==> config.mk <==
export PLATFORM = sky130hd
export DESIGN_NAME = serial_adder_module
export DESIGN_NICKNAME = d
export VERILOG_FILES = /design/src/rtl/serial_adder_module.sv
export SDC_FILE = /design/constraint.sdc
export NUM_CORES = 1
export LEC_CHECK = 0
export CORE_MARGIN = 2
export CORE_UTILIZATION = 35
export DETAILED_ROUTE_END_ITERATION = 8
export MAX_ROUTING_LAYER = met4
export PLACE_DENSITY = 0.62
export SLEW_MARGIN = 20
export SYNTH_ARGS = -nofsm -noshare
export SYNTH_HDL_FRONTEND = slang
export SYNTH_SLANG_ARGS = --single-unit
==> constraint.sdc <==
create_clock -name clk -period 1.4 [get_ports clk]
set_clock_uncertainty 0.1 [all_clocks]
set_input_delay 0.42 -clock clk [delete_from_list [all_inputs] [get_ports clk]]
set_output_delay 0.42 -clock clk [all_outputs]
set_load 0.01 [all_outputs]
==> src/rtl/serial_adder_module.sv <==
// Bit-serial adder: computes {cout,sum} = a + b + cin one bit per clock,
// LSB first, with a single full-adder slice and a carry flip-flop.
// Optional build macro SERIAL_ADDER_OVERFLOW_EN adds a registered
// two's-complement overflow flag on port ovf.
module serial_adder_module #(
   parameter int WIDTH = 4
) (
   input  logic             clk,
   input  logic             reset_n,
   input  logic             start,
   input  logic [WIDTH-1:0] a,
   input  logic [WIDTH-1:0] b,
   input  logic             cin,
   output logic             busy,
   output logic             done,
   output logic [WIDTH-1:0] sum,
   output logic             cout
`ifdef SERIAL_ADDER_OVERFLOW_EN
   ,
   output logic             ovf
`endif
);

   localparam int CW = (WIDTH > 1) ? $clog2(WIDTH) : 1;
   localparam logic [CW-1:0] LAST_BIT = CW'(WIDTH - 1);

   typedef enum logic [1:0] {
      IDLE  = 2'd0,
      SHIFT = 2'd1,
      DONE  = 2'd2
   } state_t;

   state_t           r_state;
   state_t           w_nextState;
   logic [WIDTH-1:0] r_a;
   logic [WIDTH-1:0] r_b;
   logic [WIDTH-1:0] r_psum;
   logic             r_carry;
   logic [CW-1:0]    r_cnt;

   logic             w_load;
   logic             w_lastBit;
   logic             w_fullSum;
   logic             w_fullCarry;

   // A new operation is accepted whenever we are not mid-addition;
   // the final bit slice is the one where the counter reaches WIDTH-1.
   assign w_load      = start && (r_state != SHIFT);
   assign w_lastBit   = (r_state == SHIFT) && (r_cnt == LAST_BIT);
   assign w_fullSum   = r_a[0] ^ r_b[0] ^ r_carry;
   assign w_fullCarry = (r_a[0] & r_b[0]) | (r_carry & (r_a[0] ^ r_b[0]));

   assign busy = (r_state == SHIFT);
   assign done = (r_state == DONE);

   // State register.
   always_ff @(posedge clk or negedge reset_n) begin
      if (!reset_n) begin
         r_state <= IDLE;
      end else begin
         r_state <= w_nextState;
      end
   end

   // Next-state logic: SHIFT runs for exactly WIDTH edges, DONE lasts one cycle.
   always_comb begin
      w_nextState = r_state;
      case (r_state)
         IDLE:    w_nextState = start ? SHIFT : IDLE;
         SHIFT:   w_nextState = w_lastBit ? DONE : SHIFT;
         DONE:    w_nextState = start ? SHIFT : IDLE;
         default: w_nextState = IDLE;
      endcase
   end

   // Operand shift registers, carry flop, partial sum and bit counter.
   always_ff @(posedge clk or negedge reset_n) begin
      if (!reset_n) begin
         r_a     <= '0;
         r_b     <= '0;
         r_psum  <= '0;
         r_carry <= 1'b0;
         r_cnt   <= '0;
      end else if (w_load) begin
         r_a     <= a;
         r_b     <= b;
         r_psum  <= '0;
         r_carry <= cin;
         r_cnt   <= '0;
      end else if (r_state == SHIFT) begin
         r_a     <= r_a >> 1;
         r_b     <= r_b >> 1;
         r_psum  <= {w_fullSum, r_psum[WIDTH-1:1]};
         r_carry <= w_fullCarry;
         r_cnt   <= r_cnt + CW'(1);
      end
   end

   // Result registers only change on the final bit slice, so they hold the
   // previous answer throughout a new addition.
   always_ff @(posedge clk or negedge reset_n) begin
      if (!reset_n) begin
         sum  <= '0;
         cout <= 1'b0;
      end else if (w_lastBit) begin
         sum  <= {w_fullSum, r_psum[WIDTH-1:1]};
         cout <= w_fullCarry;
      end
   end

`ifdef SERIAL_ADDER_OVERFLOW_EN
   // On the final slice r_carry is the carry into the MSB; XOR with the
   // carry out of the MSB gives signed overflow.
   always_ff @(posedge clk or negedge reset_n) begin
      if (!reset_n) begin
         ovf <= 1'b0;
      end else if (w_lastBit) begin
         ovf <= r_carry ^ w_fullCarry;
      end
   end
`endif

endmodule
==> summary.txt, run 1 <==
Clocking
  – Num CTS Buffers: 3
  – Worst-Skew Late Latency: 0.31 ns
  – Root buffer cell: clkbuf_4
  – CTS Sinks: 21
  – Clk buf depth: 2
  – Reg clk slew, reported paths: 0.12 ns
  – CTS HTree Levels: 1
  – CTS tree: built

Floorplanning
  – Core outline area: 2710 um2
  – Die Wd: 56.8 um
  – IO Count: 19
  – Full die area: 3230 um2
  – Die Ht: 56.8 um
  – Initial Util: 36.1%
  – Row cnt: 19

Min path
  – Worst hold path class: input port to async pin

Power and ir drop
  – Worst vdd ir: 1.05 mV
  – PwrDens: 1920 nW/um2
  – LEAKAGE: 0.706 nW
  – Pwr Total: 2.65 mW

Global route
  – GRT Total Usage: 14.0%
  – Remaining Overflow, GRT: 0
  – First-pass GRT wire length: 3280 um
  – Pin count of the biggest net entering global routing: 22
  – Initial antenna violation count: 0
  – Met2 GRT Util: 22.1%
  – Met3 GRT Util: 3.23%
  – Met1 Track Usage GR: 17.2%
  – Busiest layer in global routing: met2
  – Vias in the first global route: 660

Routing
  – DRT Pass-1 Iters: 5
  – Routed WL: 1870 um
  – DRT antenna net count: 0
  – Via Count: 622
  – Avg WL per Cell: 14.1 um
  – DRC viols: 0
  – Via/cell ratio: 4.68
  – Initial DRC count: 4

Finish
  – Commonest non-fill, non-tap cell in the layout: dfrtp_1
  – ANT cells: 0
  – Fin area: 1380 um2
  – Layout Utilization: 50.9%
  – Final nets: 117
  – Area delta synth->final: 41.1%
  – Most frequent cells in the layout: 21 x dfrtp_1, 14 x mux2_2, 11 x buf_4
  – Proportion of layout cells with a drive suffix above 1: 52.0%

Timing
  – Maximum clock rate: 633 MHz
  – RSZ-0062 raised after global routing: yes
  – Final setup margin: -0.180 ns
  – Final hold violation count: 0
  – Fin. max-slew vios: 0
  – Hold_ws: 0.345 ns
  – Final period util: 113%
  – Final setup violation count: 9
  – Period minus WS final: 1.58 ns
  – Slew margin rel.: 87.6%
  – Setup TNS: -0.844 ns
  – Slew @ Worst Pin: 0.186 ns

Logic synthesis
  – Cells after synthesis: 66
  – Seq/Total Area, Yosys: 53.8%
  – Syn Std Cell Area: 977 um2
  – Mapped Nets: 80
  – Warnings, synthesis: 0
  – Synth unique cells: 16
  – Synthesized area per cell: 14.8 um2
  – Register bit count reported by yosys: 21

Worst setup path
  – Critical path class: flop to output port
  – CP Max Fanout: 2
  – Startpoint Class: flop
  – Worst EP required: 0.88 ns
  – Crit. End Element: output port
  – Arrival time worst endpoint: 1.06 ns

Status
  – Violated checks: negative setup slack
  – Outcome: finished, violations left

Place
  – Buffers on Ports: 18
  – HPWL Detailed: 1110 um
  – Dpl cell area: 1220 um2
  – Routability cong.: 0.679

Run
  – Max-cap viol count: 0
## final timing paths
check / slack [ns] / start / cells past startpoint / end
worst max-delay path: -0.18 / r_state[0] / 4 / busy
worst min-delay path: 0.35 / reset_n / 2 / r_psum[2]
worst max register to register: -0.11 / r_state[0] / 6 / sum[1]
worst min register to register: 0.42 / r_a[3] / 1 / r_a[2]
max in group asynchronous: 0.72 / reset_n / 2 / r_b[0]
min in group clk: 0.42 / r_a[3] / 1 / r_a[2]
## area by class of cell
class	count	area [um2]
Fill cell	262	1330
Sequential cell	21	526
Multi-Input combinational cell	39	433
Timing Repair Buffer	35	340
Tap cell	31	38.8
Clock buffer	3	22.5
Inverter	3	13.8
Clock inverter	1	5.00
## Yosys cell counts
master,count,area share [%]
nor2_1,2,0.77
ha_1,1,1.3
fa_1,1,2.0
dfrtp_1,21,54
buf_6,1,1.2
inv_1,3,1.2
mux2_2,19,22
o22ai_1,1,0.64
buf_4,1,0.77
nand3b_1,1,0.77
nand2b_1,2,1.3
and2b_1,4,3.1
mux2_4,4,6.1
nor2b_1,1,0.64
buf_8,1,1.5
mux2i_1,3,3.1
## logic make-up (layout without fill, tap and decap cells)
kind of cell | after synthesis | count (layout) | synth area share [%]
AOI/OAI and AO/OA | 1 | 1 | 0.641
adders and majority gates | 2 | 2 | 3.33
buffers and inverters | 6 | 42 | 4.61
DFF | 21 | 21 | 53.8
muxes | 26 | 26 | 31.1
and+or+nand+nor | 10 | 10 | 6.53
## critical path, stage by stage (launching register included)
cell and delay, ns:
dfrtp_1 0.41, buf_6 0.13, nand2b_4 0.07, inv_4 0.04, buf_6 0.11
## registers in the layout (all words and copies together) (netlist names)
signal / flops
r_a: 4
r_b: 4
r_psum: 3
r_state: 2
r_cnt: 2
sum: 4
r_carry: 1
cout: 1
## routing by layer
layer,vias to the layer above,wire [um]
met5,-,0
met4,0,23
met3,2,98
met2,16,900
met1,306,848
li1,298,-
## stage by stage
stage | instances | setup WS [ns]
after detailed placement | 117 | -0.502
after global placement | 117 | -0.487
after global routing | 133 | -0.247
after floorplan | 66 | -0.00601
after CTS | 129 | -0.203
final | 133 | -0.180
## where the power goes
part           switching [mW]  total, mW  internal, mW
registers               0.153       1.03         0.876
logic                   0.477       1.33         0.853
clock network           0.188      0.295         0.107
## what timing repair did
action                     CTS  global route
hold buffers                 0             0
gates resized for setup     40             2
setup endpoints to repair   20            21
cloned                       1             0
setup buffers                7             4
No activity file was read; power rests on OpenSTA's default activity.
==> run 2: changes to the inputs <==
--- a/config.mk
+++ b/config.mk
@@ -5,12 +5,15 @@
 export SDC_FILE = /design/constraint.sdc
 export NUM_CORES = 1
 export LEC_CHECK = 0
+export CELL_PAD_IN_SITES_DETAIL_PLACEMENT = 0
+export CELL_PAD_IN_SITES_GLOBAL_PLACEMENT = 1
 export CORE_MARGIN = 2
 export CORE_UTILIZATION = 35
 export DETAILED_ROUTE_END_ITERATION = 8
 export MAX_ROUTING_LAYER = met4
-export PLACE_DENSITY = 0.62
-export SLEW_MARGIN = 20
+export PLACE_DENSITY = 0.72
+export SLEW_MARGIN = 10
 export SYNTH_ARGS = -nofsm -noshare
 export SYNTH_HDL_FRONTEND = slang
 export SYNTH_SLANG_ARGS = --single-unit
+export TNS_END_PERCENT = 30
==> run 2 against run 1 <==
Compared with the run above: the run still ends with negative setup slack left; non-clock buffer count down 6; via count down 2.6%; register-to-register slack better by 0.14 ns; sequential power about the same; first-iteration DRC count rose to 2.5 times the previous value; utilization down 3.5 points; final cell count down 4.5%; largest cell class unchanged; worst setup slack better by 0.016 ns; die area unchanged; critical path type unchanged.
==> summary.txt, run 2 (same netlist as run 1, synthesis figures left out) <==
Status
  – Outcome: finished, violations left
  – Violated checks: negative setup slack

Power and ir drop
  – LEAKAGE: 0.636 nW
  – Reg power frac: 41.5%
  – Sw Pwr: 0.775 mW
  – Internal power: 1.70 mW
  – Pwr Total: 2.47 mW
  – Comb power frac: 46.0%
  – Switching part of the total: 31.4%
  – Clock group share of total power: 12.5%
  – Worst vdd ir: 1.12 mV
  – PwrDens: 1920 nW/um2

Timing
  – Final period util: 112%
  – Setup TNS: -0.298 ns
  – RSZ-0062 raised after global routing: yes
  – Slew @ Worst Pin: 0.188 ns
  – Fin. max-slew vios: 0
  – Slew margin rel.: 87.5%
  – Maximum clock rate: 639 MHz
  – Final hold violation count: 0
  – Final setup violation count: 2
  – Final setup margin: -0.164 ns
  – Period minus WS final: 1.56 ns

Run
  – Max-cap viol count: 0

Worst setup path
  – Critical path class: flop to output port
  – Startpoint Class: flop
  – Arrival time worst endpoint: 1.04 ns
  – CP Max Fanout: 3
  – Crit. End Element: output port
  – Reg2reg path depth: 2
  – Worst EP required: 0.88 ns

Finish
  – Most frequent cells in the layout: 21 x dfrtp_1, 19 x mux2_2, 10 x clkdlybuf4s50_1
  – Commonest non-fill, non-tap cell in the layout: dfrtp_1
  – Top Registers: r_a x4, r_b x4, sum x4
  – Final nets: 111
  – Proportion of layout cells with a drive suffix above 1: 50.0%
  – ANT cells: 0
  – Area delta synth->final: 31.4%
  – Filler cell count: 265

Global route
  – GRT Total Usage: 12.3%
  – Remaining Overflow, GRT: 0
  – First-pass GRT wire length: 2970 um
  – Initial antenna violation count: 0
  – Vias in the first global route: 663
  – Pin count of the biggest net entering global routing: 22

Floorplanning
  – Die Wd: 56.8 um
  – Core outline area: 2710 um2
  – IO Count: 19
  – Row cnt: 19
  – Full die area: 3230 um2
  – Die Ht: 56.8 um
  – Initial Util: 36.1%

Clocking
  – Reg clk slew, reported paths: 0.13 ns
  – Clk buf depth: 2
  – CTS Sinks: 21
  – # hold bufs at CTS: 0
  – CTS HTree Levels: 1
  – Worst-Skew Late Latency: 0.32 ns
  – CTS tree: built
  – Num CTS Buffers: 3
  – Root buffer cell: clkbuf_4

Routing
  – DRC viols: 0
  – Initial DRC count: 10
  – DRT antenna net count: 0
  – DRT Pass-1 Iters: 4
  – Avg WL per Cell: 13.0 um
  – Via/cell ratio: 4.77
  – Routed WL: 1660 um
  – Via Count: 606

Min path
  – Worst hold path class: input port to async pin

Place
  – Routability cong.: 0.718
  – HPWL Detailed: 1160 um
  – Buffers on Ports: 18
[run 2: changes by cell type in the layout (fill, tap and decap cells not counted), sizes merged]
cell and delta:
clkdlybuf4s15 -1, bufbuf -1, buf -5, dlygate4sd2 +1
[run 2: path summary, 6_finish.rpt]
kind,from,endpoint,slack (ns)
worst max-delay path,r_state[1],busy,-0.16
worst min-delay path,reset_n,sum[3],0.32
worst max register to register,r_carry,sum[3],0.03
worst min register to register,sum[0],sum[0],0.41
max in group asynchronous,reset_n,r_a[3],0.73
min in group clk,sum[0],sum[0],0.41
[run 2: area by class of cell]
class | instances | area (um2) | area share, %
sequential | 21 | 526 | 40.9
multi-input combinational | 39 | 417 | 32.5
clock inverter | 1 | 5.00 | 0.390
timing repair buffer | 29 | 262 | 20.4
tap | 31 | 38.8 | 3.02
clock buffer | 3 | 22.5 | 1.75
inverter | 3 | 13.8 | 1.07
[run 2: timing repair]
action / in CTS / in global routing
gates resized for setup: 32 / 3
buffers inserted: 0 / 3
pin swaps: 0 / 2
endpoints found under the setup margin: 23 / 13
[run 2: per-layer routing]
layer / wire length, um / vias up / global-route usage [%]
met1: 755 / 301 / 15.0
met4: 24 / 0 / 3.99
met2: 756 / 19 / 18.6
met3: 119 / 5 / 4.84
li1: - / 281 / -
met5: 0 / - / -
[run 2: power groups by stage]
stage / Combinational, mW / Sequential [mW] / Clock [mW]
6_report: 1.14 / 1.03 / 0.308
5_1_grt: 1.27 / 1.07 / 0.341
4_1_cts: 1.10 / 1.03 / 0.318
3_5_place_dp: 1.14 / 1.04 / 0
3_3_place_gp: 1.10 / 1.03 / 0
2_1_floorplan: 0.696 / 1.04 / 0
[run 2: critical path, cell delays in order, from the launching register on]
cell and delay (ns):
dfrtp_1 0.42, nand2b_4 0.16, inv_4 0.05, buf_6 0.09
[run 2: per-stage QoR]
| step | setup slack, ns | hold WS, ns | cells | util [%] | area [um2] |
|---|---|---|---|---|---|
| global route | -0.230 | 0.319 | 127 | 47.4 | 1280 |
| CTS | -0.173 | 0.326 | 124 | 46.2 | 1250 |
| finish | -0.164 | 0.325 | 127 | 47.4 | 1280 |
| detailed placement | -0.484 | 0.391 | 120 | 46.0 | 1250 |
| global placement | -0.466 | 0.386 | 120 | 46.0 | 1250 |
| floorplan | -0.00601 | 0.0244 | 66 | - | 981 |
==> run 3: changes to the inputs <==
--- a/config.mk
+++ b/config.mk
@@ -9,6 +9,7 @@
 export CELL_PAD_IN_SITES_GLOBAL_PLACEMENT = 1
 export CORE_MARGIN = 2
 export CORE_UTILIZATION = 35
+export CTS_BUF_LIST = sky130_fd_sc_hd__clkbuf_8 sky130_fd_sc_hd__clkbuf_16
 export DETAILED_ROUTE_END_ITERATION = 8
 export MAX_ROUTING_LAYER = met4
 export PLACE_DENSITY = 0.72
==> run 3 against run 2 <==
Compared with the run above: the run still ends with negative setup slack left; utilization increased by 1.8 points; combinational power about the same; final cell count increased by 0.79%; highest routed layer unchanged.
==> summary.txt, run 3 (same netlist as run 1, synthesis figures left out) <==
Timing
  – Final setup margin: -0.0859 ns
  – Final period util: 106%
  – Period minus WS final: 1.49 ns
  – Slew margin rel.: 87.5%
  – Final setup violation count: 2
  – Maximum clock rate: 673 MHz
  – Final hold violation count: 0
  – Hold_ws: 0.398 ns
  – Fin. max-slew vios: 0
  – Setup TNS: -0.142 ns
  – RSZ-0062 raised after global routing: yes
  – Slew @ Worst Pin: 0.188 ns

Worst setup path
  – Reg2reg path depth: 2
  – Register-to-register path setup slack: 0.03 ns
  – RR Startpoint: r_carry
  – Critical Path, Cell by Cell: nand2b_4 > inv_4 > buf_6
  – Reg2reg end: sum[3]
  – Worst EP required: 0.88 ns
  – Critical Path End: busy
  – CP Max Fanout: 3
  – Crit. End Element: output port
  – Max incr delay on CP: 0.40 ns
  – Critical Path Start: r_state[1]
  – Arrival time worst endpoint: 0.97 ns
  – Startpoint Class: flop
  – Cell at the slowest stage of the critical path: dfrtp_1
  – Critical path class: flop to output port

Power and ir drop
  – Switching part of the total: 29.9%
  – PwrDens: 1930 nW/um2
  – Internal power: 1.80 mW
  – Worst vdd ir: 1.52 mV
  – Comb power frac: 44.6%
  – LEAKAGE: 0.661 nW
  – Reg power frac: 40.1%
  – Clock group share of total power: 15.3%
  – Pwr Total: 2.57 mW
  – Sw Pwr: 0.767 mW

Clocking
  – # hold bufs at CTS: 0
  – Clk buf depth: 2
  – Worst-Skew Late Latency: 0.26 ns
  – CTS Sinks: 21
  – CTS HTree Levels: 1
  – CTS tree: built
  – Num CTS Buffers: 3
  – Root buffer cell: clkbuf_8
  – Reg clk slew, reported paths: 0.08 ns

Routing
  – Via Count: 604
  – DRT Pass-1 Iters: 4
  – Avg WL per Cell: 12.9 um
  – DRT antenna net count: 0
  – Routed WL: 1650 um
  – Via/cell ratio: 4.72
  – DRC viols: 0
  – Initial DRC count: 7

Finish
  – Most frequent cells in the layout: 21 x dfrtp_1, 19 x mux2_2, 10 x clkdlybuf4s50_1
  – Commonest non-fill, non-tap cell in the layout: dfrtp_1
  – Filler cell count: 258
  – Multi-input logic area: 417 um2
  – Proportion of layout cells with a drive suffix above 1: 51.5%
  – Area delta synth->final: 36.2%
  – Top Registers: r_a x4, r_b x4, sum x4
  – ANT cells: 0
  – Cell Count, Final, Fillers Out: 128
  – Fin area: 1330 um2
  – Layout Utilization: 49.1%
  – Flip-flop and latch area: 526 um2
  – Final nets: 112

Global route
  – Met3 GRT Util: 4.84%
  – First-pass GRT wire length: 3070 um
  – Initial antenna violation count: 0
  – Met1 Track Usage GR: 15.2%
  – Pin count of the biggest net entering global routing: 22
  – Vias in the first global route: 688
  – Met2 GRT Util: 19.8%
  – Remaining Overflow, GRT: 0
  – Busiest layer in global routing: met2
  – GRT Total Usage: 12.5%

Place
  – Dpl cells: 120
  – Dpl ws: -0.484 ns
  – HPWL Detailed: 1160 um
  – Dpl cell area: 1250 um2
  – Buffers on Ports: 18
  – Routability cong.: 0.718

Run
  – Max-cap viol count: 0

Min path
  – Worst hold path class: input port to async pin

Floorplanning
  – Full die area: 3230 um2
  – Initial Util: 36.1%
  – Die Wd: 56.8 um
  – IO Count: 19
  – Core outline area: 2710 um2
  – Die Ht: 56.8 um
  – Row cnt: 19

Status
  – Violated checks: negative setup slack
  – Outcome: finished, violations left
## run 3: what timing repair did
action / CTS / global route
cloned: 1 / 0
setup endpoints to repair: 23 / 16
resized for setup: 28 / 9
pin swaps: 0 / 2
buffers inserted: 0 / 3
## run 3: metal layers
layer	up-vias	part of all wire (%)
met5	-	0
met4	0	0.49
met3	2	6.8
met2	16	49
met1	300	43
li1	286	-
## run 3: worst min-delay path by stage
stage	start	end	slack, ns	cells after the start
6_report	reset_n	sum[3]	0.40	2
5_1_grt	reset_n	sum[3]	0.40	2
4_1_cts	reset_n	sum[3]	0.40	2
3_5_place_dp	r_b[2]	r_b[1]	0.39	1
3_3_place_gp	r_psum[1]	sum[0]	0.39	1
2_1_floorplan	reset_n	cout	0.02	0
## run 3: critical path, delay by kind of cell, from the launching register on
kind | cells | cell delay, ns
buffers and inverters | 2 | 0.14
flip-flops | 1 | 0.40
AND/OR/NAND/NOR | 1 | 0.16
## run 3: power groups by stage
stage | logic, mW | clock network [mW] | registers [mW]
floorplan | 0.696 | 0 | 1.04
global placement | 1.10 | 0 | 1.03
detailed placement | 1.14 | 0 | 1.04
CTS | 1.15 | 0.414 | 1.04
global route | 1.28 | 0.434 | 1.08
finish | 1.15 | 0.392 | 1.03
## run 3: area by class of cell
type | count | share of cell area (%)
Sequential cell | 21 | 39.5
Multi-Input combinational cell | 39 | 31.3
Timing Repair Buffer | 30 | 21.8
Clock buffer | 3 | 3.10
Tap cell | 31 | 2.91
Inverter | 3 | 1.03
Clock inverter | 1 | 0.376
